File: src/rtl/display_pkg.sv
// Shared screen codes, FSM states and player colour constants for the LED renderer.
// Pure definitions; no logic, latency or flow control of its own.
package display_pkg;

  localparam logic [7:0] INTENSITY = 8'h20;

  // GRB packing: G[23:16] R[15:8] B[7:0]
  localparam logic [23:0] COL_BLACK  = 24'h000000;
  localparam logic [23:0] COL_GREEN  = {INTENSITY, 8'h00, 8'h00};
  localparam logic [23:0] COL_RED    = {8'h00, INTENSITY, 8'h00};
  localparam logic [23:0] COL_BLUE   = {8'h00, 8'h00, INTENSITY};
  localparam logic [23:0] COL_YELLOW = {INTENSITY, INTENSITY, 8'h00};

  typedef enum logic [1:0] {
    SCR_MENU      = 2'd0,
    SCR_COUNTDOWN = 2'd1,
    SCR_GAME      = 2'd2,
    SCR_WIN       = 2'd3
  } screen_t;

  typedef enum logic [1:0] {
    ST_IDLE     = 2'd0,
    ST_SNAPSHOT = 2'd1,
    ST_STREAM   = 2'd2,
    ST_DONE     = 2'd3
  } render_state_t;

  function automatic logic [23:0] player_color(input int k);
    case (k)
      0:       player_color = COL_GREEN;
      1:       player_color = COL_RED;
      2:       player_color = COL_BLUE;
      default: player_color = COL_YELLOW;
    endcase
  endfunction

endpackage

File: src/rtl/pixel_colorizer.sv
// Per-pixel colour lookup from the frame snapshot for the selected screen.
// Purely combinational, zero latency; no flow control.
// Output depends only on screen, index and the registered snapshot.
module pixel_colorizer
  import display_pkg::*;
#(
  parameter int MAX_POS   = 16,
  parameter int N_PLAYERS = 4,
  localparam int POS_W    = $clog2(MAX_POS)
) (
  input  screen_t                      screen,
  input  logic [POS_W-1:0]             index,
  input  logic [N_PLAYERS-1:0]         snap_ready,
  input  logic [N_PLAYERS*POS_W-1:0]   snap_pos,
  input  logic [2:0]                   snap_countdown,
  output logic [23:0]                  grb
);

  localparam logic [POS_W-1:0] LAST_POS = POS_W'(MAX_POS - 1);

  always_comb begin
    grb = COL_BLACK;
    case (screen)
      SCR_MENU: begin
        for (int k = 0; k < N_PLAYERS; k++) begin
          if (int'(index) == k && snap_ready[k]) grb = player_color(k);
        end
      end
      SCR_COUNTDOWN: begin
        if (int'(index) < int'(snap_countdown)) grb = COL_RED;
      end
      SCR_GAME: begin
        for (int k = 0; k < N_PLAYERS; k++) begin
          if (snap_ready[k] && snap_pos[k*POS_W +: POS_W] == index)
            grb = grb | player_color(k);
        end
      end
      default: begin
        // Walk downwards so the lowest-index winner is the last write.
        for (int k = N_PLAYERS - 1; k >= 0; k--) begin
          if (snap_ready[k] && snap_pos[k*POS_W +: POS_W] == LAST_POS)
            grb = player_color(k);
        end
      end
    endcase
  end

endmodule

File: src/rtl/frame_renderer.sv
// Renders one LED frame from a snapshot of game state and streams it pixel by pixel.
// Latency: frame_start to frame_done is MAX_POS+1 cycles with pix_ready held high.
// Backpressure: valid/ready per pixel; index and colour hold while pix_ready is low.
module frame_renderer
  import display_pkg::*;
#(
  parameter int MAX_POS   = 16,
  parameter int N_PLAYERS = 4,
  localparam int POS_W    = $clog2(MAX_POS)
) (
  input  logic                         clk,
  input  logic                         reset_all,
  input  logic [N_PLAYERS-1:0]         player_ready,
  input  logic [N_PLAYERS*POS_W-1:0]   player_pos,
  input  logic [N_PLAYERS-1:0]         player_activity,
  input  logic                         menu_activity,
  input  logic                         is_in_menu,
  input  logic [2:0]                   countdown,
  output logic                         pix_valid,
  input  logic                         pix_ready,
  output logic [POS_W-1:0]             pix_index,
  output logic [23:0]                  pix_grb,
  output logic                         frame_start,
  output logic                         frame_done,
  output logic                         busy,
  output logic [1:0]                   current_screen
);

  localparam logic [POS_W-1:0] LAST_POS = POS_W'(MAX_POS - 1);

  render_state_t               state, state_nx;
  logic                        pending;
  screen_t                     screen_q, screen_sel;
  logic [N_PLAYERS-1:0]        snap_ready;
  logic [N_PLAYERS*POS_W-1:0]  snap_pos;
  logic [2:0]                  snap_countdown;
  logic [23:0]                 color_grb;
  logic                        win_hit;

  always_comb begin
    win_hit = 1'b0;
    for (int k = 0; k < N_PLAYERS; k++) begin
      if (player_ready[k] && player_pos[k*POS_W +: POS_W] == LAST_POS) win_hit = 1'b1;
    end
    if (is_in_menu)             screen_sel = SCR_MENU;
    else if (countdown != 3'd0) screen_sel = SCR_COUNTDOWN;
    else if (win_hit)           screen_sel = SCR_WIN;
    else                        screen_sel = SCR_GAME;
  end

  always_comb begin
    state_nx = state;
    case (state)
      ST_IDLE:     if (pending) state_nx = ST_SNAPSHOT;
      ST_SNAPSHOT: state_nx = ST_STREAM;
      ST_STREAM:   if (pix_ready && pix_index == LAST_POS) state_nx = ST_DONE;
      default:     state_nx = pending ? ST_SNAPSHOT : ST_IDLE;
    endcase
  end

  always_ff @(posedge clk) begin
    if (reset_all) begin
      state          <= ST_IDLE;
      pending        <= 1'b1;
      pix_index      <= '0;
      screen_q       <= SCR_MENU;
      snap_ready     <= '0;
      snap_pos       <= '0;
      snap_countdown <= '0;
    end else begin
      state   <= state_nx;
      // New activity wins over the clear so a strobe on the entry cycle is not lost.
      pending <= (pending && (state_nx != ST_SNAPSHOT)) || (|player_activity) || menu_activity;
      if (state == ST_SNAPSHOT) begin
        snap_ready     <= player_ready;
        snap_pos       <= player_pos;
        snap_countdown <= countdown;
        screen_q       <= screen_sel;
        pix_index      <= '0;
      end else if (state == ST_STREAM && pix_ready) begin
        pix_index <= pix_index + POS_W'(1);
      end
    end
  end

  pixel_colorizer #(
    .MAX_POS   (MAX_POS),
    .N_PLAYERS (N_PLAYERS)
  ) u_colorizer (
    .screen         (screen_q),
    .index          (pix_index),
    .snap_ready     (snap_ready),
    .snap_pos       (snap_pos),
    .snap_countdown (snap_countdown),
    .grb            (color_grb)
  );

  assign pix_valid      = (state == ST_STREAM);
  assign pix_grb        = pix_valid ? color_grb : COL_BLACK;
  assign frame_start    = (state == ST_SNAPSHOT);
  assign frame_done     = (state == ST_DONE);
  assign busy           = (state != ST_IDLE);
  assign current_screen = screen_q;

endmodule

File: config.mk
export PLATFORM = sky130hd
export DESIGN_NAME = frame_renderer
export DESIGN_NICKNAME = d
export VERILOG_FILES = /design/src/rtl/display_pkg.sv /design/src/rtl/pixel_colorizer.sv /design/src/rtl/frame_renderer.sv
export SDC_FILE = /design/constraint.sdc
export NUM_CORES = 1
export LEC_CHECK = 0
export CORE_ASPECT_RATIO = 0.7
export CORE_UTILIZATION = 45
export CTS_CLUSTER_SIZE = 40
export DETAILED_ROUTE_END_ITERATION = 10
export GPL_TIMING_DRIVEN = 0
export PLACE_DENSITY = 0.78
export SYNTH_ARGS = -nofsm -noshare
export SYNTH_HDL_FRONTEND = slang
export SYNTH_HIERARCHICAL = 1
export SYNTH_SLANG_ARGS = --single-unit
File: constraint.sdc
create_clock -name clk -period 3.9 [get_ports clk]
set_input_delay 0.975 -clock clk [delete_from_list [all_inputs] [get_ports clk]]
set_output_delay 0.975 -clock clk [all_outputs]
set_load 0.02 [all_outputs]
# Yosys cells after proc, flatten, opt, wreduce, memory -nomap -nowiden
# Index checks and enable logic that the tools add are counted.
[word_totals]
ff_bits = 32
output_inout_bits = 34
wordCells = 97
[classes]
addsub = 1
order_cmp = 1
eq_ne = 22
muxes = 35
n_bitwise = 3
reduce_logical = 28
[op_table]
columns = ["op", "count"]
rows = [
  ["2-to-1 mux 24 bit", 13],
  ["2-to-1 mux 22 bit", 9],
  ["OR 24 bit", 3],
  ["one-hot mux 24 bit (3 select lines)", 1],
  ["== test 4 bit (second input constant)", 9],
  ["logical AND 1 bit", 19],
  ["== test 4 bit", 4],
  ["2-to-1 mux 14 bit", 1],
  ["== test 4 x 3 -> 1 bit (second input constant)", 2],
  ["2-to-1 mux 2 bit", 4],
  ["== test 2 bit (second input constant)", 3],
  ["2-to-1 mux 1 bit", 6],
  ["one-hot mux 2 bit (3 select lines)", 1],
  ["adder 4 x 1 -> 4 bit (second input constant)", 1],
  ["== test 2 x 1 -> 1 bit (second input constant)", 2],
  ["== test 4 x 2 -> 1 bit (second input constant)", 1],
  ["zero test 2 bit", 2],
  ["zero test 4 bit", 1],
  ["less-than comparator 4 x 3 -> 1 bit", 1],
  ["OR reduction 4 bit", 1],
  ["nonzero test 3 bit", 1],
  ["logical OR 1 bit", 2],
  ["inequality test 2 x 1 -> 1 bit (second input constant)", 1],
  ["nonzero test 2 bit", 1],
  ["OR reduction 2 bit", 1],
]

# Depth between registers and ports, before layout
[depth]
depth_word = 14
mapped_depth = 8
ltp_nobuf = 8

# Hierarchy
# The synthesis kept the hierarchy.
[modules_own_cells]
columns = ["mod", "n_inst", "cells_each", "area_per_inst_um2", "seq_area_each_um2"]
rows = [
  ["frame_renderer", 1, 165, 1501.4, 640.6],
  ["pixel_colorizer", 1, 88, 624.3, 0.0],
]

# Worst setup path after synthesis
# OpenSTA, ideal clock, no wires.
[synth_path]
path_type = "reg2out"
startpoint = "reg pix_index[1]"
endpoint = "out pix_grb[13]"
arrival_ps = 1660
setup_slack_ps = 1265
stages_incl_launch_ff = 8
n_path_buf = 0
path_cell_list = "dfxtp_1 -> ha_1 -> o21ai_0 -> a21oi_1 -> nor4b_1 -> a31oi_1 -> o221ai_1 -> and2_1"
[synth_via]
elab_chain_cells = 11
[synth_lines]
columns = ["item", "line_no", "text"]
rows = [
  ["start: declaration", "frame_renderer.sv:21", "output logic [POS_W-1:0] pix_index,"],
  ["start signal: assignment", "frame_renderer.sv:81", "pix_index <= pix_index + POS_W'(1);"],
  ["== test 4 bit", "pixel_colorizer.sv:34", "if (snap_ready[k] && snap_pos[k*POS_W +: POS_W] == index)"],
  ["logical AND 1 bit", "pixel_colorizer.sv:34", ""],
  ["2-to-1 mux 24 bit", "pixel_colorizer.sv:34", ""],
  ["2-to-1 mux 24 bit", "pixel_colorizer.sv:23", "case (screen)"],
  ["OR 24 bit", "pixel_colorizer.sv:35", "grb = grb | player_color(k);"],
  ["2-to-1 mux 24 bit", "pixel_colorizer.sv:34", ""],
  ["2-to-1 mux 24 bit", "pixel_colorizer.sv:23", ""],
  ["OR 24 bit", "pixel_colorizer.sv:35", ""],
  ["2-to-1 mux 24 bit", "pixel_colorizer.sv:34", ""],
  ["one-hot mux 24 bit (3 select lines) *", "pixel_colorizer.sv:23", ""],
  ["named net color_grb[13]", "frame_renderer.sv:37", "logic [23:0] color_grb;"],
  ["2-to-1 mux 24 bit *", "frame_renderer.sv:99", "assign pix_grb = pix_valid ? color_grb : COL_BLACK;"],
  ["end: declaration", "frame_renderer.sv:22", "output logic [23:0] pix_grb,"],
]
# The timed path passes the listed nets; every way through them passes the cells marked *. The select of a mux whose other input is x is not followed.

# Final worst setup path
# Same ends and word-level chain as after synthesis.

==> summary by stage <==
Synth
The portion of the post-synthesis area used by sequential elements is 30.1%. The dominant combinational cell family by area after synthesis is simple AND/OR/NAND/NOR gates. The synthesized netlist devotes 7.89% of its cell area to compound gates. Summing the areas of all fa, ha and maj instances in the mapped netlist gives 4.12% of the synthesized area. By area the synthesized netlist is led by dfxtp_1 30%, mux2i_1 11%, buf_4 8.1%, and2_1 7.1%, nor2_1 5.5%. In this run, synthesis inferred 0 flip-flops with an integrated enable.

The most frequently used cell type in the post-synthesis netlist is dfxtp_1. The top flip-flop cell by instance count after synthesis is dfxtp_1. Of all flip-flops after synthesis, the portion carrying an async set or reset was 0%. The number of synthesized register bits is 32. Counting instances in the post-synthesis netlist gives the leading cell types as 32 x dfxtp_1, 31 x nor2_1, 24 x and2_1, 24 x mux2i_1, 23 x buf_4. The cell taking the most area after synthesis is dfxtp_1. The number of different library cells in the post-synthesis netlist is 45. Synthesis produced a netlist whose cell count is 253. The proportion of netlist area held by the largest area contributor is 30.1%. A synthesized cell averages 8.40 sq um. During synthesis, Yosys emitted a total of 6 warnings. The xor and xnor fraction of the mapped netlist area is 6.95%. Measured against the total synthesized area, the mux share comes to 11.8%. Of the total synthesized cell area, the portion taken by AND, OR, NAND and NOR gates is 25.3%.

The cell area that synthesis handed to floorplanning was 2130 sq um.

Timing
Setup repair after global routing left no endpoint under its margin. The achievable clock frequency is 276 MHz. Between clock sinks in the finished design, the worst skew comes to 0.00275 ns. The final hold violation count is 0. The count of pins over their slew limit is 0. The final count of negative-setup-slack endpoints is 0. At the pin with the least slew margin, the transition time is 0.521 ns. In the final timing run, aggregate negative setup slack is 0 ns. The relative slew slack is 65.3%.

In the finished design, the share of the clock period the worst path needs comes to 92.9%. The smallest clock period supported by the final layout is computed as 3.62 ns.

Worst setup path
The last element of the critical path is pix_grb[13]. The endpoint of the worst-slack reg-to-reg timing path is pending$_SDFF_PP1_. The data arrival time of the worst path is 2.65 ns.

The maximum net fanout on the critical path is 6. The number of cells on the worst reg-to-reg path is 7. STA classifies the critical path startpoint as a flop. Data on the critical path is required at its endpoint by 2.92 ns.

The endpoint type of the worst setup path is an output port. The category of the critical setup timing path is reg2out. The source of the critical timing path is pix_index[1]$_SDFFE_PP0P_. In this run the critical register-to-register path is launched from state[0]$_SDFF_PP0_. The register-to-register setup slack is 2.44 ns.

Placement
The sum of net half-perimeters after detailed placement is 3.70 mm. At the end of routability-driven placement, the weighted congestion stood at 0.808. In this run the cell area measured after placement is 2710 sq um. The count of input and output buffers is 44. The number of placed instances, taps included, is 372.

Global routing
The number of global-route vias before repair is 1658. The number of antenna violations at the first check in global routing is 0. Global routing used 20.5% of the available tracks. The first global-routing pass estimated 7.89 mm of wire.

Global routing finished with a remaining overflow of 0. The largest net degree at the start of global routing is 11.

Pwr
The maximum ir drop on the vdd rail is 0.228 mV. The cell internal power dissipation is 840 uW. For this design the total switching power over the nets is 563 uW. Dividing total power by cell area gives a power density of 503 nW/um^2. In this run, flip-flops and latches consume 33.6% of the power. The combinational power share is 49.2%. The design draws 1.40 mW. The clock network power share is 17.2%. The switching power share of the total is 40.1%. The cell leakage power is 1.23 nW.

Clocking
TritonCTS built the clock tree. Clock tree synthesis found a total of 32 sinks. For this design, the CTS-stage hold fixing added 0 buffers. Post-CTS repair changed the size of 0 cells. The CTS buffer count is 5. The H-tree was split into 2 levels. After clock tree synthesis, the setup repair step added 0 buffers. The clock passes through at most 2 buffers. The source-to-sink clock delay at the later pin of the worst-skew pair is 0.28 ns. After clock tree synthesis, the clock-pin slew on the worst setup and hold paths is 0.07 ns.

In this run the clock root is driven by a clkbuf_8.

Worst hold path
The min-delay analysis places its worst path in the category reg2reg.

Final layout
In the final design database the tool counted 363 nets. The signed area change from the synthesized netlist to the final layout is 31.1%. The sequential cells in the finished layout cover a total of 641 sq um. 0 antenna diodes ended up in the layout. The area occupied by multi-input gates is 1270 sq um. The number of inserted filler cells in the final layout is 421. In the final layout, the share of cells above drive strength 1 is 14.2%.

After routing the design area is 2790 sq um. Cells fill 62.9% of the core in the end. The count of placed standard cells in the final layout, fillers left out is 379.

Status
The run finished, with violations left. The checks that failed: DRC.

Drt
The detail route stage leaves a number of antenna-violating nets equal to 0. After detailed routing, the number of remaining DRC violations is 10. The final layout contains routed wiring with a total length of 4.74 mm. In this run, the number of DRC markers left after iteration 0 of detailed routing was 102. The number of vias after detailed routing is 1842. Dividing the detail-routed wire length by the instance count gives 12.5 microns. The first TritonRoute pass finished after 7 iterations. The per-cell via count in the routed design is 4.86.

Floorplan
The floorplan step set the die width to 84.2 microns. The initialized floorplan defines 20 standard-cell rows. The die extent in y is 59.5 microns. The total area inside the core boundary comes to 4430 sq um. During I/O placement, the number of pins put on the boundary was 66. The floorplan step defined a die boundary enclosing 5010 sq um.

The initial core utilization is 48.0%.

Flow run
Across the run, the number of max-cap violations was 0.
cell type report:
type                       count  area share [%]
tap                           55            2.47
multi-input combinational    196            45.6
clock buffer                   6            2.60
sequential                    32            23.0
inverter                      11            1.48
timing repair buffer          44            15.8
clock inverter                 1           0.180
buffer                        34            8.93
sequential cells by signal (all words and copies together) (netlist names):
signal          cells
snap_pos           16
pix_index           4
snap_ready          4
snap_countdown      3
current_screen      2
state               2
pending             1
power groups by stage:
stage | clock network [mW] | registers (mW) | logic [mW]
after global routing | 0.255 | 0.481 | 0.755
after floorplan | 0 | 0.460 | 0.530
after CTS | 0.244 | 0.470 | 0.689
after detailed placement | 0 | 0.477 | 0.686
after global placement | 0 | 0.473 | 0.675
final | 0.242 | 0.471 | 0.691
placed cells by master, fill, tap and decap left out, types with 2 or more instances in the layout:
cell type,netlist,final
inv_1,11,11
mux2i_1,24,24
xnor2_1,2,2
nor4_1,2,2
nand2_1,12,12
nand3_1,10,10
clkdlybuf4s50_1,0,44
nor3_1,8,8
nor2_1,31,31
and2_1,24,24
clkbuf_8,0,5
and3_1,2,2
xor2_1,13,13
buf_4,23,23
buf_2,4,4
nor3_2,3,3
a21oi_1,7,7
nand2b_1,3,3
o21ai_0,3,3
clkbuf_1,3,4
a31oi_1,2,2
buf_6,4,4
conb_1,1,21
dfxtp_1,32,32
ha_1,7,7
kinds of logic after synthesis:
kind of cell | count (synthesis)
flops | 32
buf+inv | 45
other cells | 1
compound gates | 24
xor+xnor | 16
mux | 25
fa+ha+maj | 7
simple gates | 103
critical path: stages (launching register included):
cell and delay, ns:
dfxtp_1 0.46, ha_1 0.28, o21ai_0 0.14, a21oi_1 0.06, nor4b_1 0.37, a31oi_1 0.11
o221ai_1 0.19, and2_1 0.15, clkdlybuf4s50_1 0.60
through the flow:
step / hold slack (ns) / worst slack (ns)
final: 0.505 / 0.278
after CTS: 0.509 / 0.316
after floorplan: 0.460 / 1.26
after detailed placement: 0.493 / 0.657
after global placement: 0.474 / 0.611
after global routing: 0.538 / 0.0844
how the worst min path moves through the flow:
stage,start,to,depth (start not counted)
2_1_floorplan,snap_countdown[1]$_SDFFE_PP0P_,snap_countdown[1]$_SDFFE_PP0P_,2
3_3_place_gp,snap_pos[3]$_SDFFE_PP0P_,snap_pos[3]$_SDFFE_PP0P_,2
3_5_place_dp,snap_countdown[2]$_SDFFE_PP0P_,snap_countdown[2]$_SDFFE_PP0P_,2
4_1_cts,snap_countdown[2]$_SDFFE_PP0P_,snap_countdown[2]$_SDFFE_PP0P_,2
5_1_grt,snap_countdown[0]$_SDFFE_PP0P_,snap_countdown[0]$_SDFFE_PP0P_,2
6_report,snap_countdown[2]$_SDFFE_PP0P_,snap_countdown[2]$_SDFFE_PP0P_,2
routing by layer:
layer | vias up | routed length (microns) | global-route usage [%] | part of all wire (%)
met3 | 5 | 351 | 5.01 | 7.4
met2 | 60 | 2040 | 34.3 | 43
met5 | - | 0 | 0 | 0
li1 | 945 | - | - | -
met1 | 832 | 2300 | 26.3 | 49
met4 | 0 | 46 | 6.65 | 0.97
(Power assumes the default switching activity.)
